==> src/rtl/rx_peak_identification_param.sv <==
// RX peak identifier: a threshold crossing opens a search window that tracks
// per-channel correlation maxima with timestamps. The channels are then scanned
// for the best and second-best peak, the result is held under a valid/acquired
// handshake, and a hold-off period of ignored samples follows before re-arming.
module rx_peak_identification_param #(
  parameter int N_SEQ    = 16,
  parameter int CORR_W   = 41,
  parameter int SAMPLE_W = 16,
  parameter int TIME_W   = 32,
  parameter int WIN_W    = 16
) (
  input  logic                      crx_clk,
  input  logic                      rrx_rst,
  input  logic                      erx_en,
  input  logic [SAMPLE_W-1:0]       ithreshold,
  input  logic [WIN_W-1:0]          iwindow_len,
  input  logic [WIN_W-1:0]          ihold_off,
  input  logic [SAMPLE_W-1:0]       isample_filtered,
  input  logic                      inew_sample_trigger,
  input  logic [TIME_W-1:0]         icurrent_time,
  input  logic [N_SEQ*CORR_W-1:0]   icorrelation,
  input  logic                      iresult_acquired,
  output logic [CORR_W-1:0]         o_peak_value,
  output logic [CORR_W-1:0]         o_second_value,
  output logic [$clog2(N_SEQ)-1:0]  o_peak_seq,
  output logic [TIME_W-1:0]         o_peak_time,
  output logic                      o_valid,
  output logic                      o_busy
);

  localparam int SEQ_W = $clog2(N_SEQ);
  localparam logic signed [CORR_W-1:0] MOST_NEG = {1'b1, {(CORR_W-1){1'b0}}};

  typedef enum logic [2:0] {
    ST_IDLE,
    ST_SEARCH,
    ST_SCAN,
    ST_REPORT,
    ST_HOLDOFF
  } state_t;

  state_t r_state;
  state_t w_state_next;

  logic                     w_clear;
  logic                     w_arm;
  logic [WIN_W-1:0]         w_win_eff;
  logic [WIN_W:0]           w_cnt_inc;

  logic signed [CORR_W-1:0] w_corr [N_SEQ];
  logic signed [CORR_W-1:0] w_scan_val;

  logic [WIN_W-1:0]         r_cnt;
  logic signed [CORR_W-1:0] r_max  [N_SEQ];
  logic [TIME_W-1:0]        r_time [N_SEQ];

  logic [SEQ_W-1:0]         r_idx;
  logic signed [CORR_W-1:0] r_best;
  logic signed [CORR_W-1:0] r_second;
  logic [SEQ_W-1:0]         r_best_seq;
  logic [TIME_W-1:0]        r_best_time;

  logic [CORR_W-1:0]        r_out_value;
  logic [CORR_W-1:0]        r_out_second;
  logic [SEQ_W-1:0]         r_out_seq;
  logic [TIME_W-1:0]        r_out_time;
  logic                     r_valid;

  assign w_clear    = rrx_rst || !erx_en;
  assign w_arm      = inew_sample_trigger &&
                      ($signed(isample_filtered) > $signed(ithreshold));
  assign w_win_eff  = (iwindow_len == '0) ? WIN_W'(1) : iwindow_len;
  assign w_cnt_inc  = {1'b0, r_cnt} + (WIN_W+1)'(1);
  assign w_scan_val = r_max[r_idx];

  // Unpack the flat correlation bus into per-channel signed values
  always_comb begin
    for (int unsigned k = 0; k < N_SEQ; k++) begin
      w_corr[k] = icorrelation[k*CORR_W +: CORR_W];
    end
  end

  // State register
  always_ff @(posedge crx_clk) begin
    if (w_clear) begin
      r_state <= ST_IDLE;
    end else begin
      r_state <= w_state_next;
    end
  end

  // Next-state decode
  always_comb begin
    w_state_next = r_state;
    case (r_state)
      ST_IDLE: begin
        if (w_arm) begin
          w_state_next = (w_win_eff == WIN_W'(1)) ? ST_SCAN : ST_SEARCH;
        end
      end
      ST_SEARCH: begin
        if (inew_sample_trigger && (w_cnt_inc >= {1'b0, w_win_eff})) begin
          w_state_next = ST_SCAN;
        end
      end
      ST_SCAN: begin
        if (r_idx == SEQ_W'(N_SEQ-1)) begin
          w_state_next = ST_REPORT;
        end
      end
      ST_REPORT: begin
        if (r_valid && iresult_acquired) begin
          w_state_next = ST_HOLDOFF;
        end
      end
      ST_HOLDOFF: begin
        if (ihold_off == '0) begin
          w_state_next = ST_IDLE;
        end else if (inew_sample_trigger && (w_cnt_inc >= {1'b0, ihold_off})) begin
          w_state_next = ST_IDLE;
        end
      end
      default: w_state_next = ST_IDLE;
    endcase
  end

  // Window/hold-off counter, per-channel maxima, scan and result registers
  always_ff @(posedge crx_clk) begin
    if (w_clear) begin
      r_cnt        <= '0;
      for (int unsigned k = 0; k < N_SEQ; k++) begin
        r_max[k]  <= MOST_NEG;
        r_time[k] <= '0;
      end
      r_idx        <= '0;
      r_best       <= MOST_NEG;
      r_second     <= MOST_NEG;
      r_best_seq   <= '0;
      r_best_time  <= '0;
      r_out_value  <= '0;
      r_out_second <= '0;
      r_out_seq    <= '0;
      r_out_time   <= '0;
      r_valid      <= 1'b0;
    end else begin
      case (r_state)
        ST_IDLE, ST_SEARCH: begin
          // Scan registers are kept primed so SCAN starts cleanly at index 0
          r_idx       <= '0;
          r_best      <= MOST_NEG;
          r_second    <= MOST_NEG;
          r_best_seq  <= '0;
          r_best_time <= '0;
          if (r_state == ST_IDLE) begin
            if (w_arm) begin
              for (int unsigned k = 0; k < N_SEQ; k++) begin
                r_max[k]  <= w_corr[k];
                r_time[k] <= icurrent_time;
              end
              r_cnt <= WIN_W'(1);
            end
          end else if (inew_sample_trigger) begin
            for (int unsigned k = 0; k < N_SEQ; k++) begin
              if (w_corr[k] > r_max[k]) begin
                r_max[k]  <= w_corr[k];
                r_time[k] <= icurrent_time;
              end
            end
            if (w_cnt_inc <= {1'b0, w_win_eff}) begin
              r_cnt <= w_cnt_inc[WIN_W-1:0];
            end
          end
        end
        ST_SCAN: begin
          // Strict compares keep the lower index on equal peaks
          if (w_scan_val > r_best) begin
            r_second    <= r_best;
            r_best      <= w_scan_val;
            r_best_seq  <= r_idx;
            r_best_time <= r_time[r_idx];
          end else if (w_scan_val > r_second) begin
            r_second <= w_scan_val;
          end
          r_idx <= r_idx + SEQ_W'(1);
        end
        ST_REPORT: begin
          if (!r_valid) begin
            r_out_value  <= r_best;
            r_out_second <= r_second;
            r_out_seq    <= r_best_seq;
            r_out_time   <= r_best_time;
            r_valid      <= 1'b1;
          end else if (iresult_acquired) begin
            r_valid <= 1'b0;
            r_cnt   <= '0;
          end
        end
        ST_HOLDOFF: begin
          if (inew_sample_trigger && (ihold_off != '0)) begin
            r_cnt <= w_cnt_inc[WIN_W-1:0];
          end
        end
        default: begin
          r_cnt <= '0;
        end
      endcase
    end
  end

  assign o_peak_value   = r_out_value;
  assign o_second_value = r_out_second;
  assign o_peak_seq     = r_out_seq;
  assign o_peak_time    = r_out_time;
  assign o_valid        = r_valid;
  assign o_busy         = (r_state != ST_IDLE);

endmodule
==> config.mk <==
export PLATFORM = sky130hd
export DESIGN_NAME = rx_peak_identification_param
export DESIGN_NICKNAME = d
export VERILOG_FILES = /design/src/rtl/rx_peak_identification_param.sv
export SDC_FILE = /design/constraint.sdc
export NUM_CORES = 2
export LEC_CHECK = 0
export CELL_PAD_IN_SITES_DETAIL_PLACEMENT = 0
export CELL_PAD_IN_SITES_GLOBAL_PLACEMENT = 1
export CORE_MARGIN = 2
export CORE_UTILIZATION = 42
export CTS_CLUSTER_DIAMETER = 150
export DETAILED_ROUTE_END_ITERATION = 8
export PLACE_DENSITY_LB_ADDON = 0.1
export SLEW_MARGIN = 40
export SYNTH_ARGS = -nofsm -noshare
export SYNTH_HDL_FRONTEND = slang
export SYNTH_SLANG_ARGS = --single-unit
==> constraint.sdc <==
create_clock -name crx_clk -period 12.2 [get_ports crx_clk]
set_input_delay 2.44 -clock crx_clk [delete_from_list [all_inputs] [get_ports crx_clk]]
set_output_delay 2.44 -clock crx_clk [all_outputs]
set_load 0.02 [all_outputs]
==> flow_summary.toml <==
[outcome]
status = "finished, final reports clean"

[die]
die_w_um = 443
core_area_um2 = 192000
dieArea_um2 = 196000
ios = 877
rows = 161
start_util_pct = 42.1
die_y_um = 443

[logic_synthesis]
ys_types = 72
yosysMostFrequentCell = "edfxtp_1"
synth_area_leaders = "edfxtp_1 (43%), ha_1 (12%), mux4_2 (10%)"
syn_inst = 6864
synth_edf_count = 1168
synth_area_um2 = 80900
synth_top_cell_by_area = "edfxtp_1"
synth-seq-cells = 1432
async_flop_share_pct = 0
ys_seq_area_share_pct = 49.9
avgSynthCellArea_um2 = 11.8
yosysTopAreaCellShare_pct = 43.4
synthFlopType = "edfxtp_1"
yosys_warnings = 0
ys_top_cells_by_count = "edfxtp_1 (1168), inv_1 (818), ha_1 (788), and2_1 (782), nand2_1 (460)"
synth_nets = 8409

[timing]
timing.final.max_slew_violations = 0
rsz0062_at_grt = "false"
timing_hold_violations_final = 0
fin_crit_sh_pct = 53.5
tns_ns = 0
final-setup-viol-count = 0
finClkSkew_ns = 0.0328
slew_headroom_pct = 39.5
min_period_ns = 6.52
worst_slew_pin_slew_ns = 0.907
fmax_ghz = 0.153

[layout]
multiInputGateArea_um2 = 36500
post-route-util_pct = 51.4
nFillCells = 17000
nets = 9220
drive_above_1_share_pct = 9.79
ff_latch_area_um2 = 40400
final_area_um2 = 98700
area_growth_pct = 22.0

[clock_tree]
cts_setup_buffers = 0
cts.sinks = 1432
post_cts_resized = 0
clk_pin_slew_worst_paths_ns = 0.06
htreeDepth = 4
clockBufferDepth = 3
cts_hold_buf = 0
clock_latency_ns = 0.85
clock-root-buffer = "clkbuf_16"
cts_made_buffers = 166
cts_tree = "built"

[power]
clkPwrFrac_pct = 40.4
seq_power_share_pct = 44.7
peakVddDrop_mv = 0.132
power_density_nw_per_um2 = 132
p_comb_share_pct = 14.9
internal_power_mw = 9.55
sw_frac_of_total_pct = 26.8
leakage_nw = 38.0
p_switching_mw = 3.49

[global_route]
grtUsageTotal_pct = 30.9
antenna_found_initial = 166
overflow = 0
grt_pass1_vias = 57600
grt_first_pass_wirelength_mm = 429
grt_max_degree = 105

[critical_path]
startpoint_type = "primary input"
slowest_stage = "nor4_1"
worst_setup_path_end_kind = "flop"
critical_path_class = "primary input to flop"
path_delay_family = "simple AND/OR/NAND/NOR gates"
critPathBufInv = 3
slowest_delay_ns = 0.77
worstPathMaxFanout = 41
crit_chain = "clkdlybuf4s50_1 -> ha_1 -> nand4_1 -> nor4_1 -> nand3_1 -> o311ai_0 -> a211oi_1 -> or3_1 -> nand3_4 -> buf_12 -> buf_4"
arrival_ns = 6.99
required_ns = 12.67

[route]
routed-wl-met3_mm = 19.7
routed_wl_mm = 306
first_iter_violations = 5236
vias_per_cell = 5.57
top_layer = "met5"
routedWlPerCell_um = 29.4
vias = 58100
met2_length_mm = 143
firstDrtPassIters = 8
met1_length_mm = 125
ant_nets = 0
post-route-drc-count = 0

[hold_path]
hold_path_class = "flop to flop"

[placement]
dpl.hpwl_mm = 235
gp_congestion = 0.968
port_buffers = 876
dpl_cell_area_um2 = 92800

[run]
drv_cap = 0
[state kept, by name (all words and copies together), names as in the netlist, named ones only]
signal / cells
r_best_time: 32
r_max: 656
r_time: 512
o_peak_time: 32
r_cnt: 16
o_peak_seq: 4
r_state: 3
r_best_seq: 4
r_idx: 4
r_second: 41
o_valid: 1
o_peak_value: 41
o_second_value: 41
r_best: 41
[cells in the final DEF (no fill, tap or decap), types with 30 or more instances in the layout]
cell type,netlist,routed
nor4_1,39,36
edfxtp_1,1168,1168
nand2b_1,33,32
nand2_1,460,451
mux2i_1,51,51
clkbuf_1,250,31
inv_1,818,818
mux4_2,365,365
nor2b_1,263,262
a211oi_1,34,34
clkdlybuf4s50_1,0,876
nor2_1,126,124
diode_2,0,80
clkinv_2,0,30
nand3_1,175,172
nand4_1,143,143
and2_1,782,780
buf_4,0,51
a21o_1,185,185
clkbuf_16,0,168
dfxtp_1,264,260
o21ai_0,161,154
nor3_1,49,46
a21oi_1,398,398
ha_1,788,788
[layout make-up]
type | count | share of cell area [%]
tap | 2526 | 3.20
sequential | 1432 | 40.9
antenna | 80 | 0.203
inverter | 818 | 3.11
multi-input combinational | 4296 | 37.0
clock buffer | 207 | 4.49
clock inverter | 99 | 1.28
timing repair buffer | 961 | 9.78
[stage by stage]
step	cells	power, mW	setup WS [ns]	hold slack, ns
6_report	10400	13.0	5.68	0.449
5_1_grt	10400	13.5	5.41	0.472
4_1_cts	10300	13.1	5.53	0.451
3_5_place_dp	10000	7.85	4.68	0.443
3_3_place_gp	10000	7.80	4.43	0.439
2_1_floorplan	6864	6.90	2.31	0.432
[routing by layer]
metal / vias up / track usage (%)
met2: 2127 / 48.8
met5: - / 0
met3: 576 / 5.86
li1: 26400 / -
met1: 28900 / 39.9
met4: 72 / 17.4
[final timing paths]
kind,startpoint,to,slack (ns),cells past startpoint
min reg2reg,r_best_seq[3]$_SDFFE_PP0P_,o_peak_seq[3]$_SDFFE_PP0P_,0.45,2
max reg2reg,flop,r_second[29]$_SDFFE_PP0P_,5.88,16
max,icorrelation[65],r_max[1][17]$_SDFFCE_PN0P_,5.68,11
min,r_best_seq[3]$_SDFFE_PP0P_,o_peak_seq[3]$_SDFFE_PP0P_,0.45,2
[tightest hold or removal path, cell delays in order, from the launching register on]
cell and delay, ns:
dfxtp_1 0.31, nand2_1 0.05, a21oi_1 0.05
[cells by family after synthesis]
group                    synth area share (%)
flip-flops                               49.9
AO/OA/AOI/OAI                            7.14
adder cells (fa/ha/maj)                  12.2
buffers and inverters                    5.38
XOR/XNOR                                0.162
AND/OR/NAND/NOR                          14.4
multiplexers                             10.8
[power by group through the flow]
| stage | clock [mW] | sequential [mW] | combinational [mW] |
|---|---|---|---|
| after detailed placement | 0 | 5.92 | 1.92 |
| final | 5.27 | 5.83 | 1.94 |
| after global placement | 0 | 5.91 | 1.89 |
| after floorplan | 0 | 5.86 | 1.03 |
| after CTS | 5.34 | 5.82 | 1.94 |
| after global routing | 5.53 | 5.85 | 2.11 |
No activity file was read; power rests on OpenSTA's default activity.
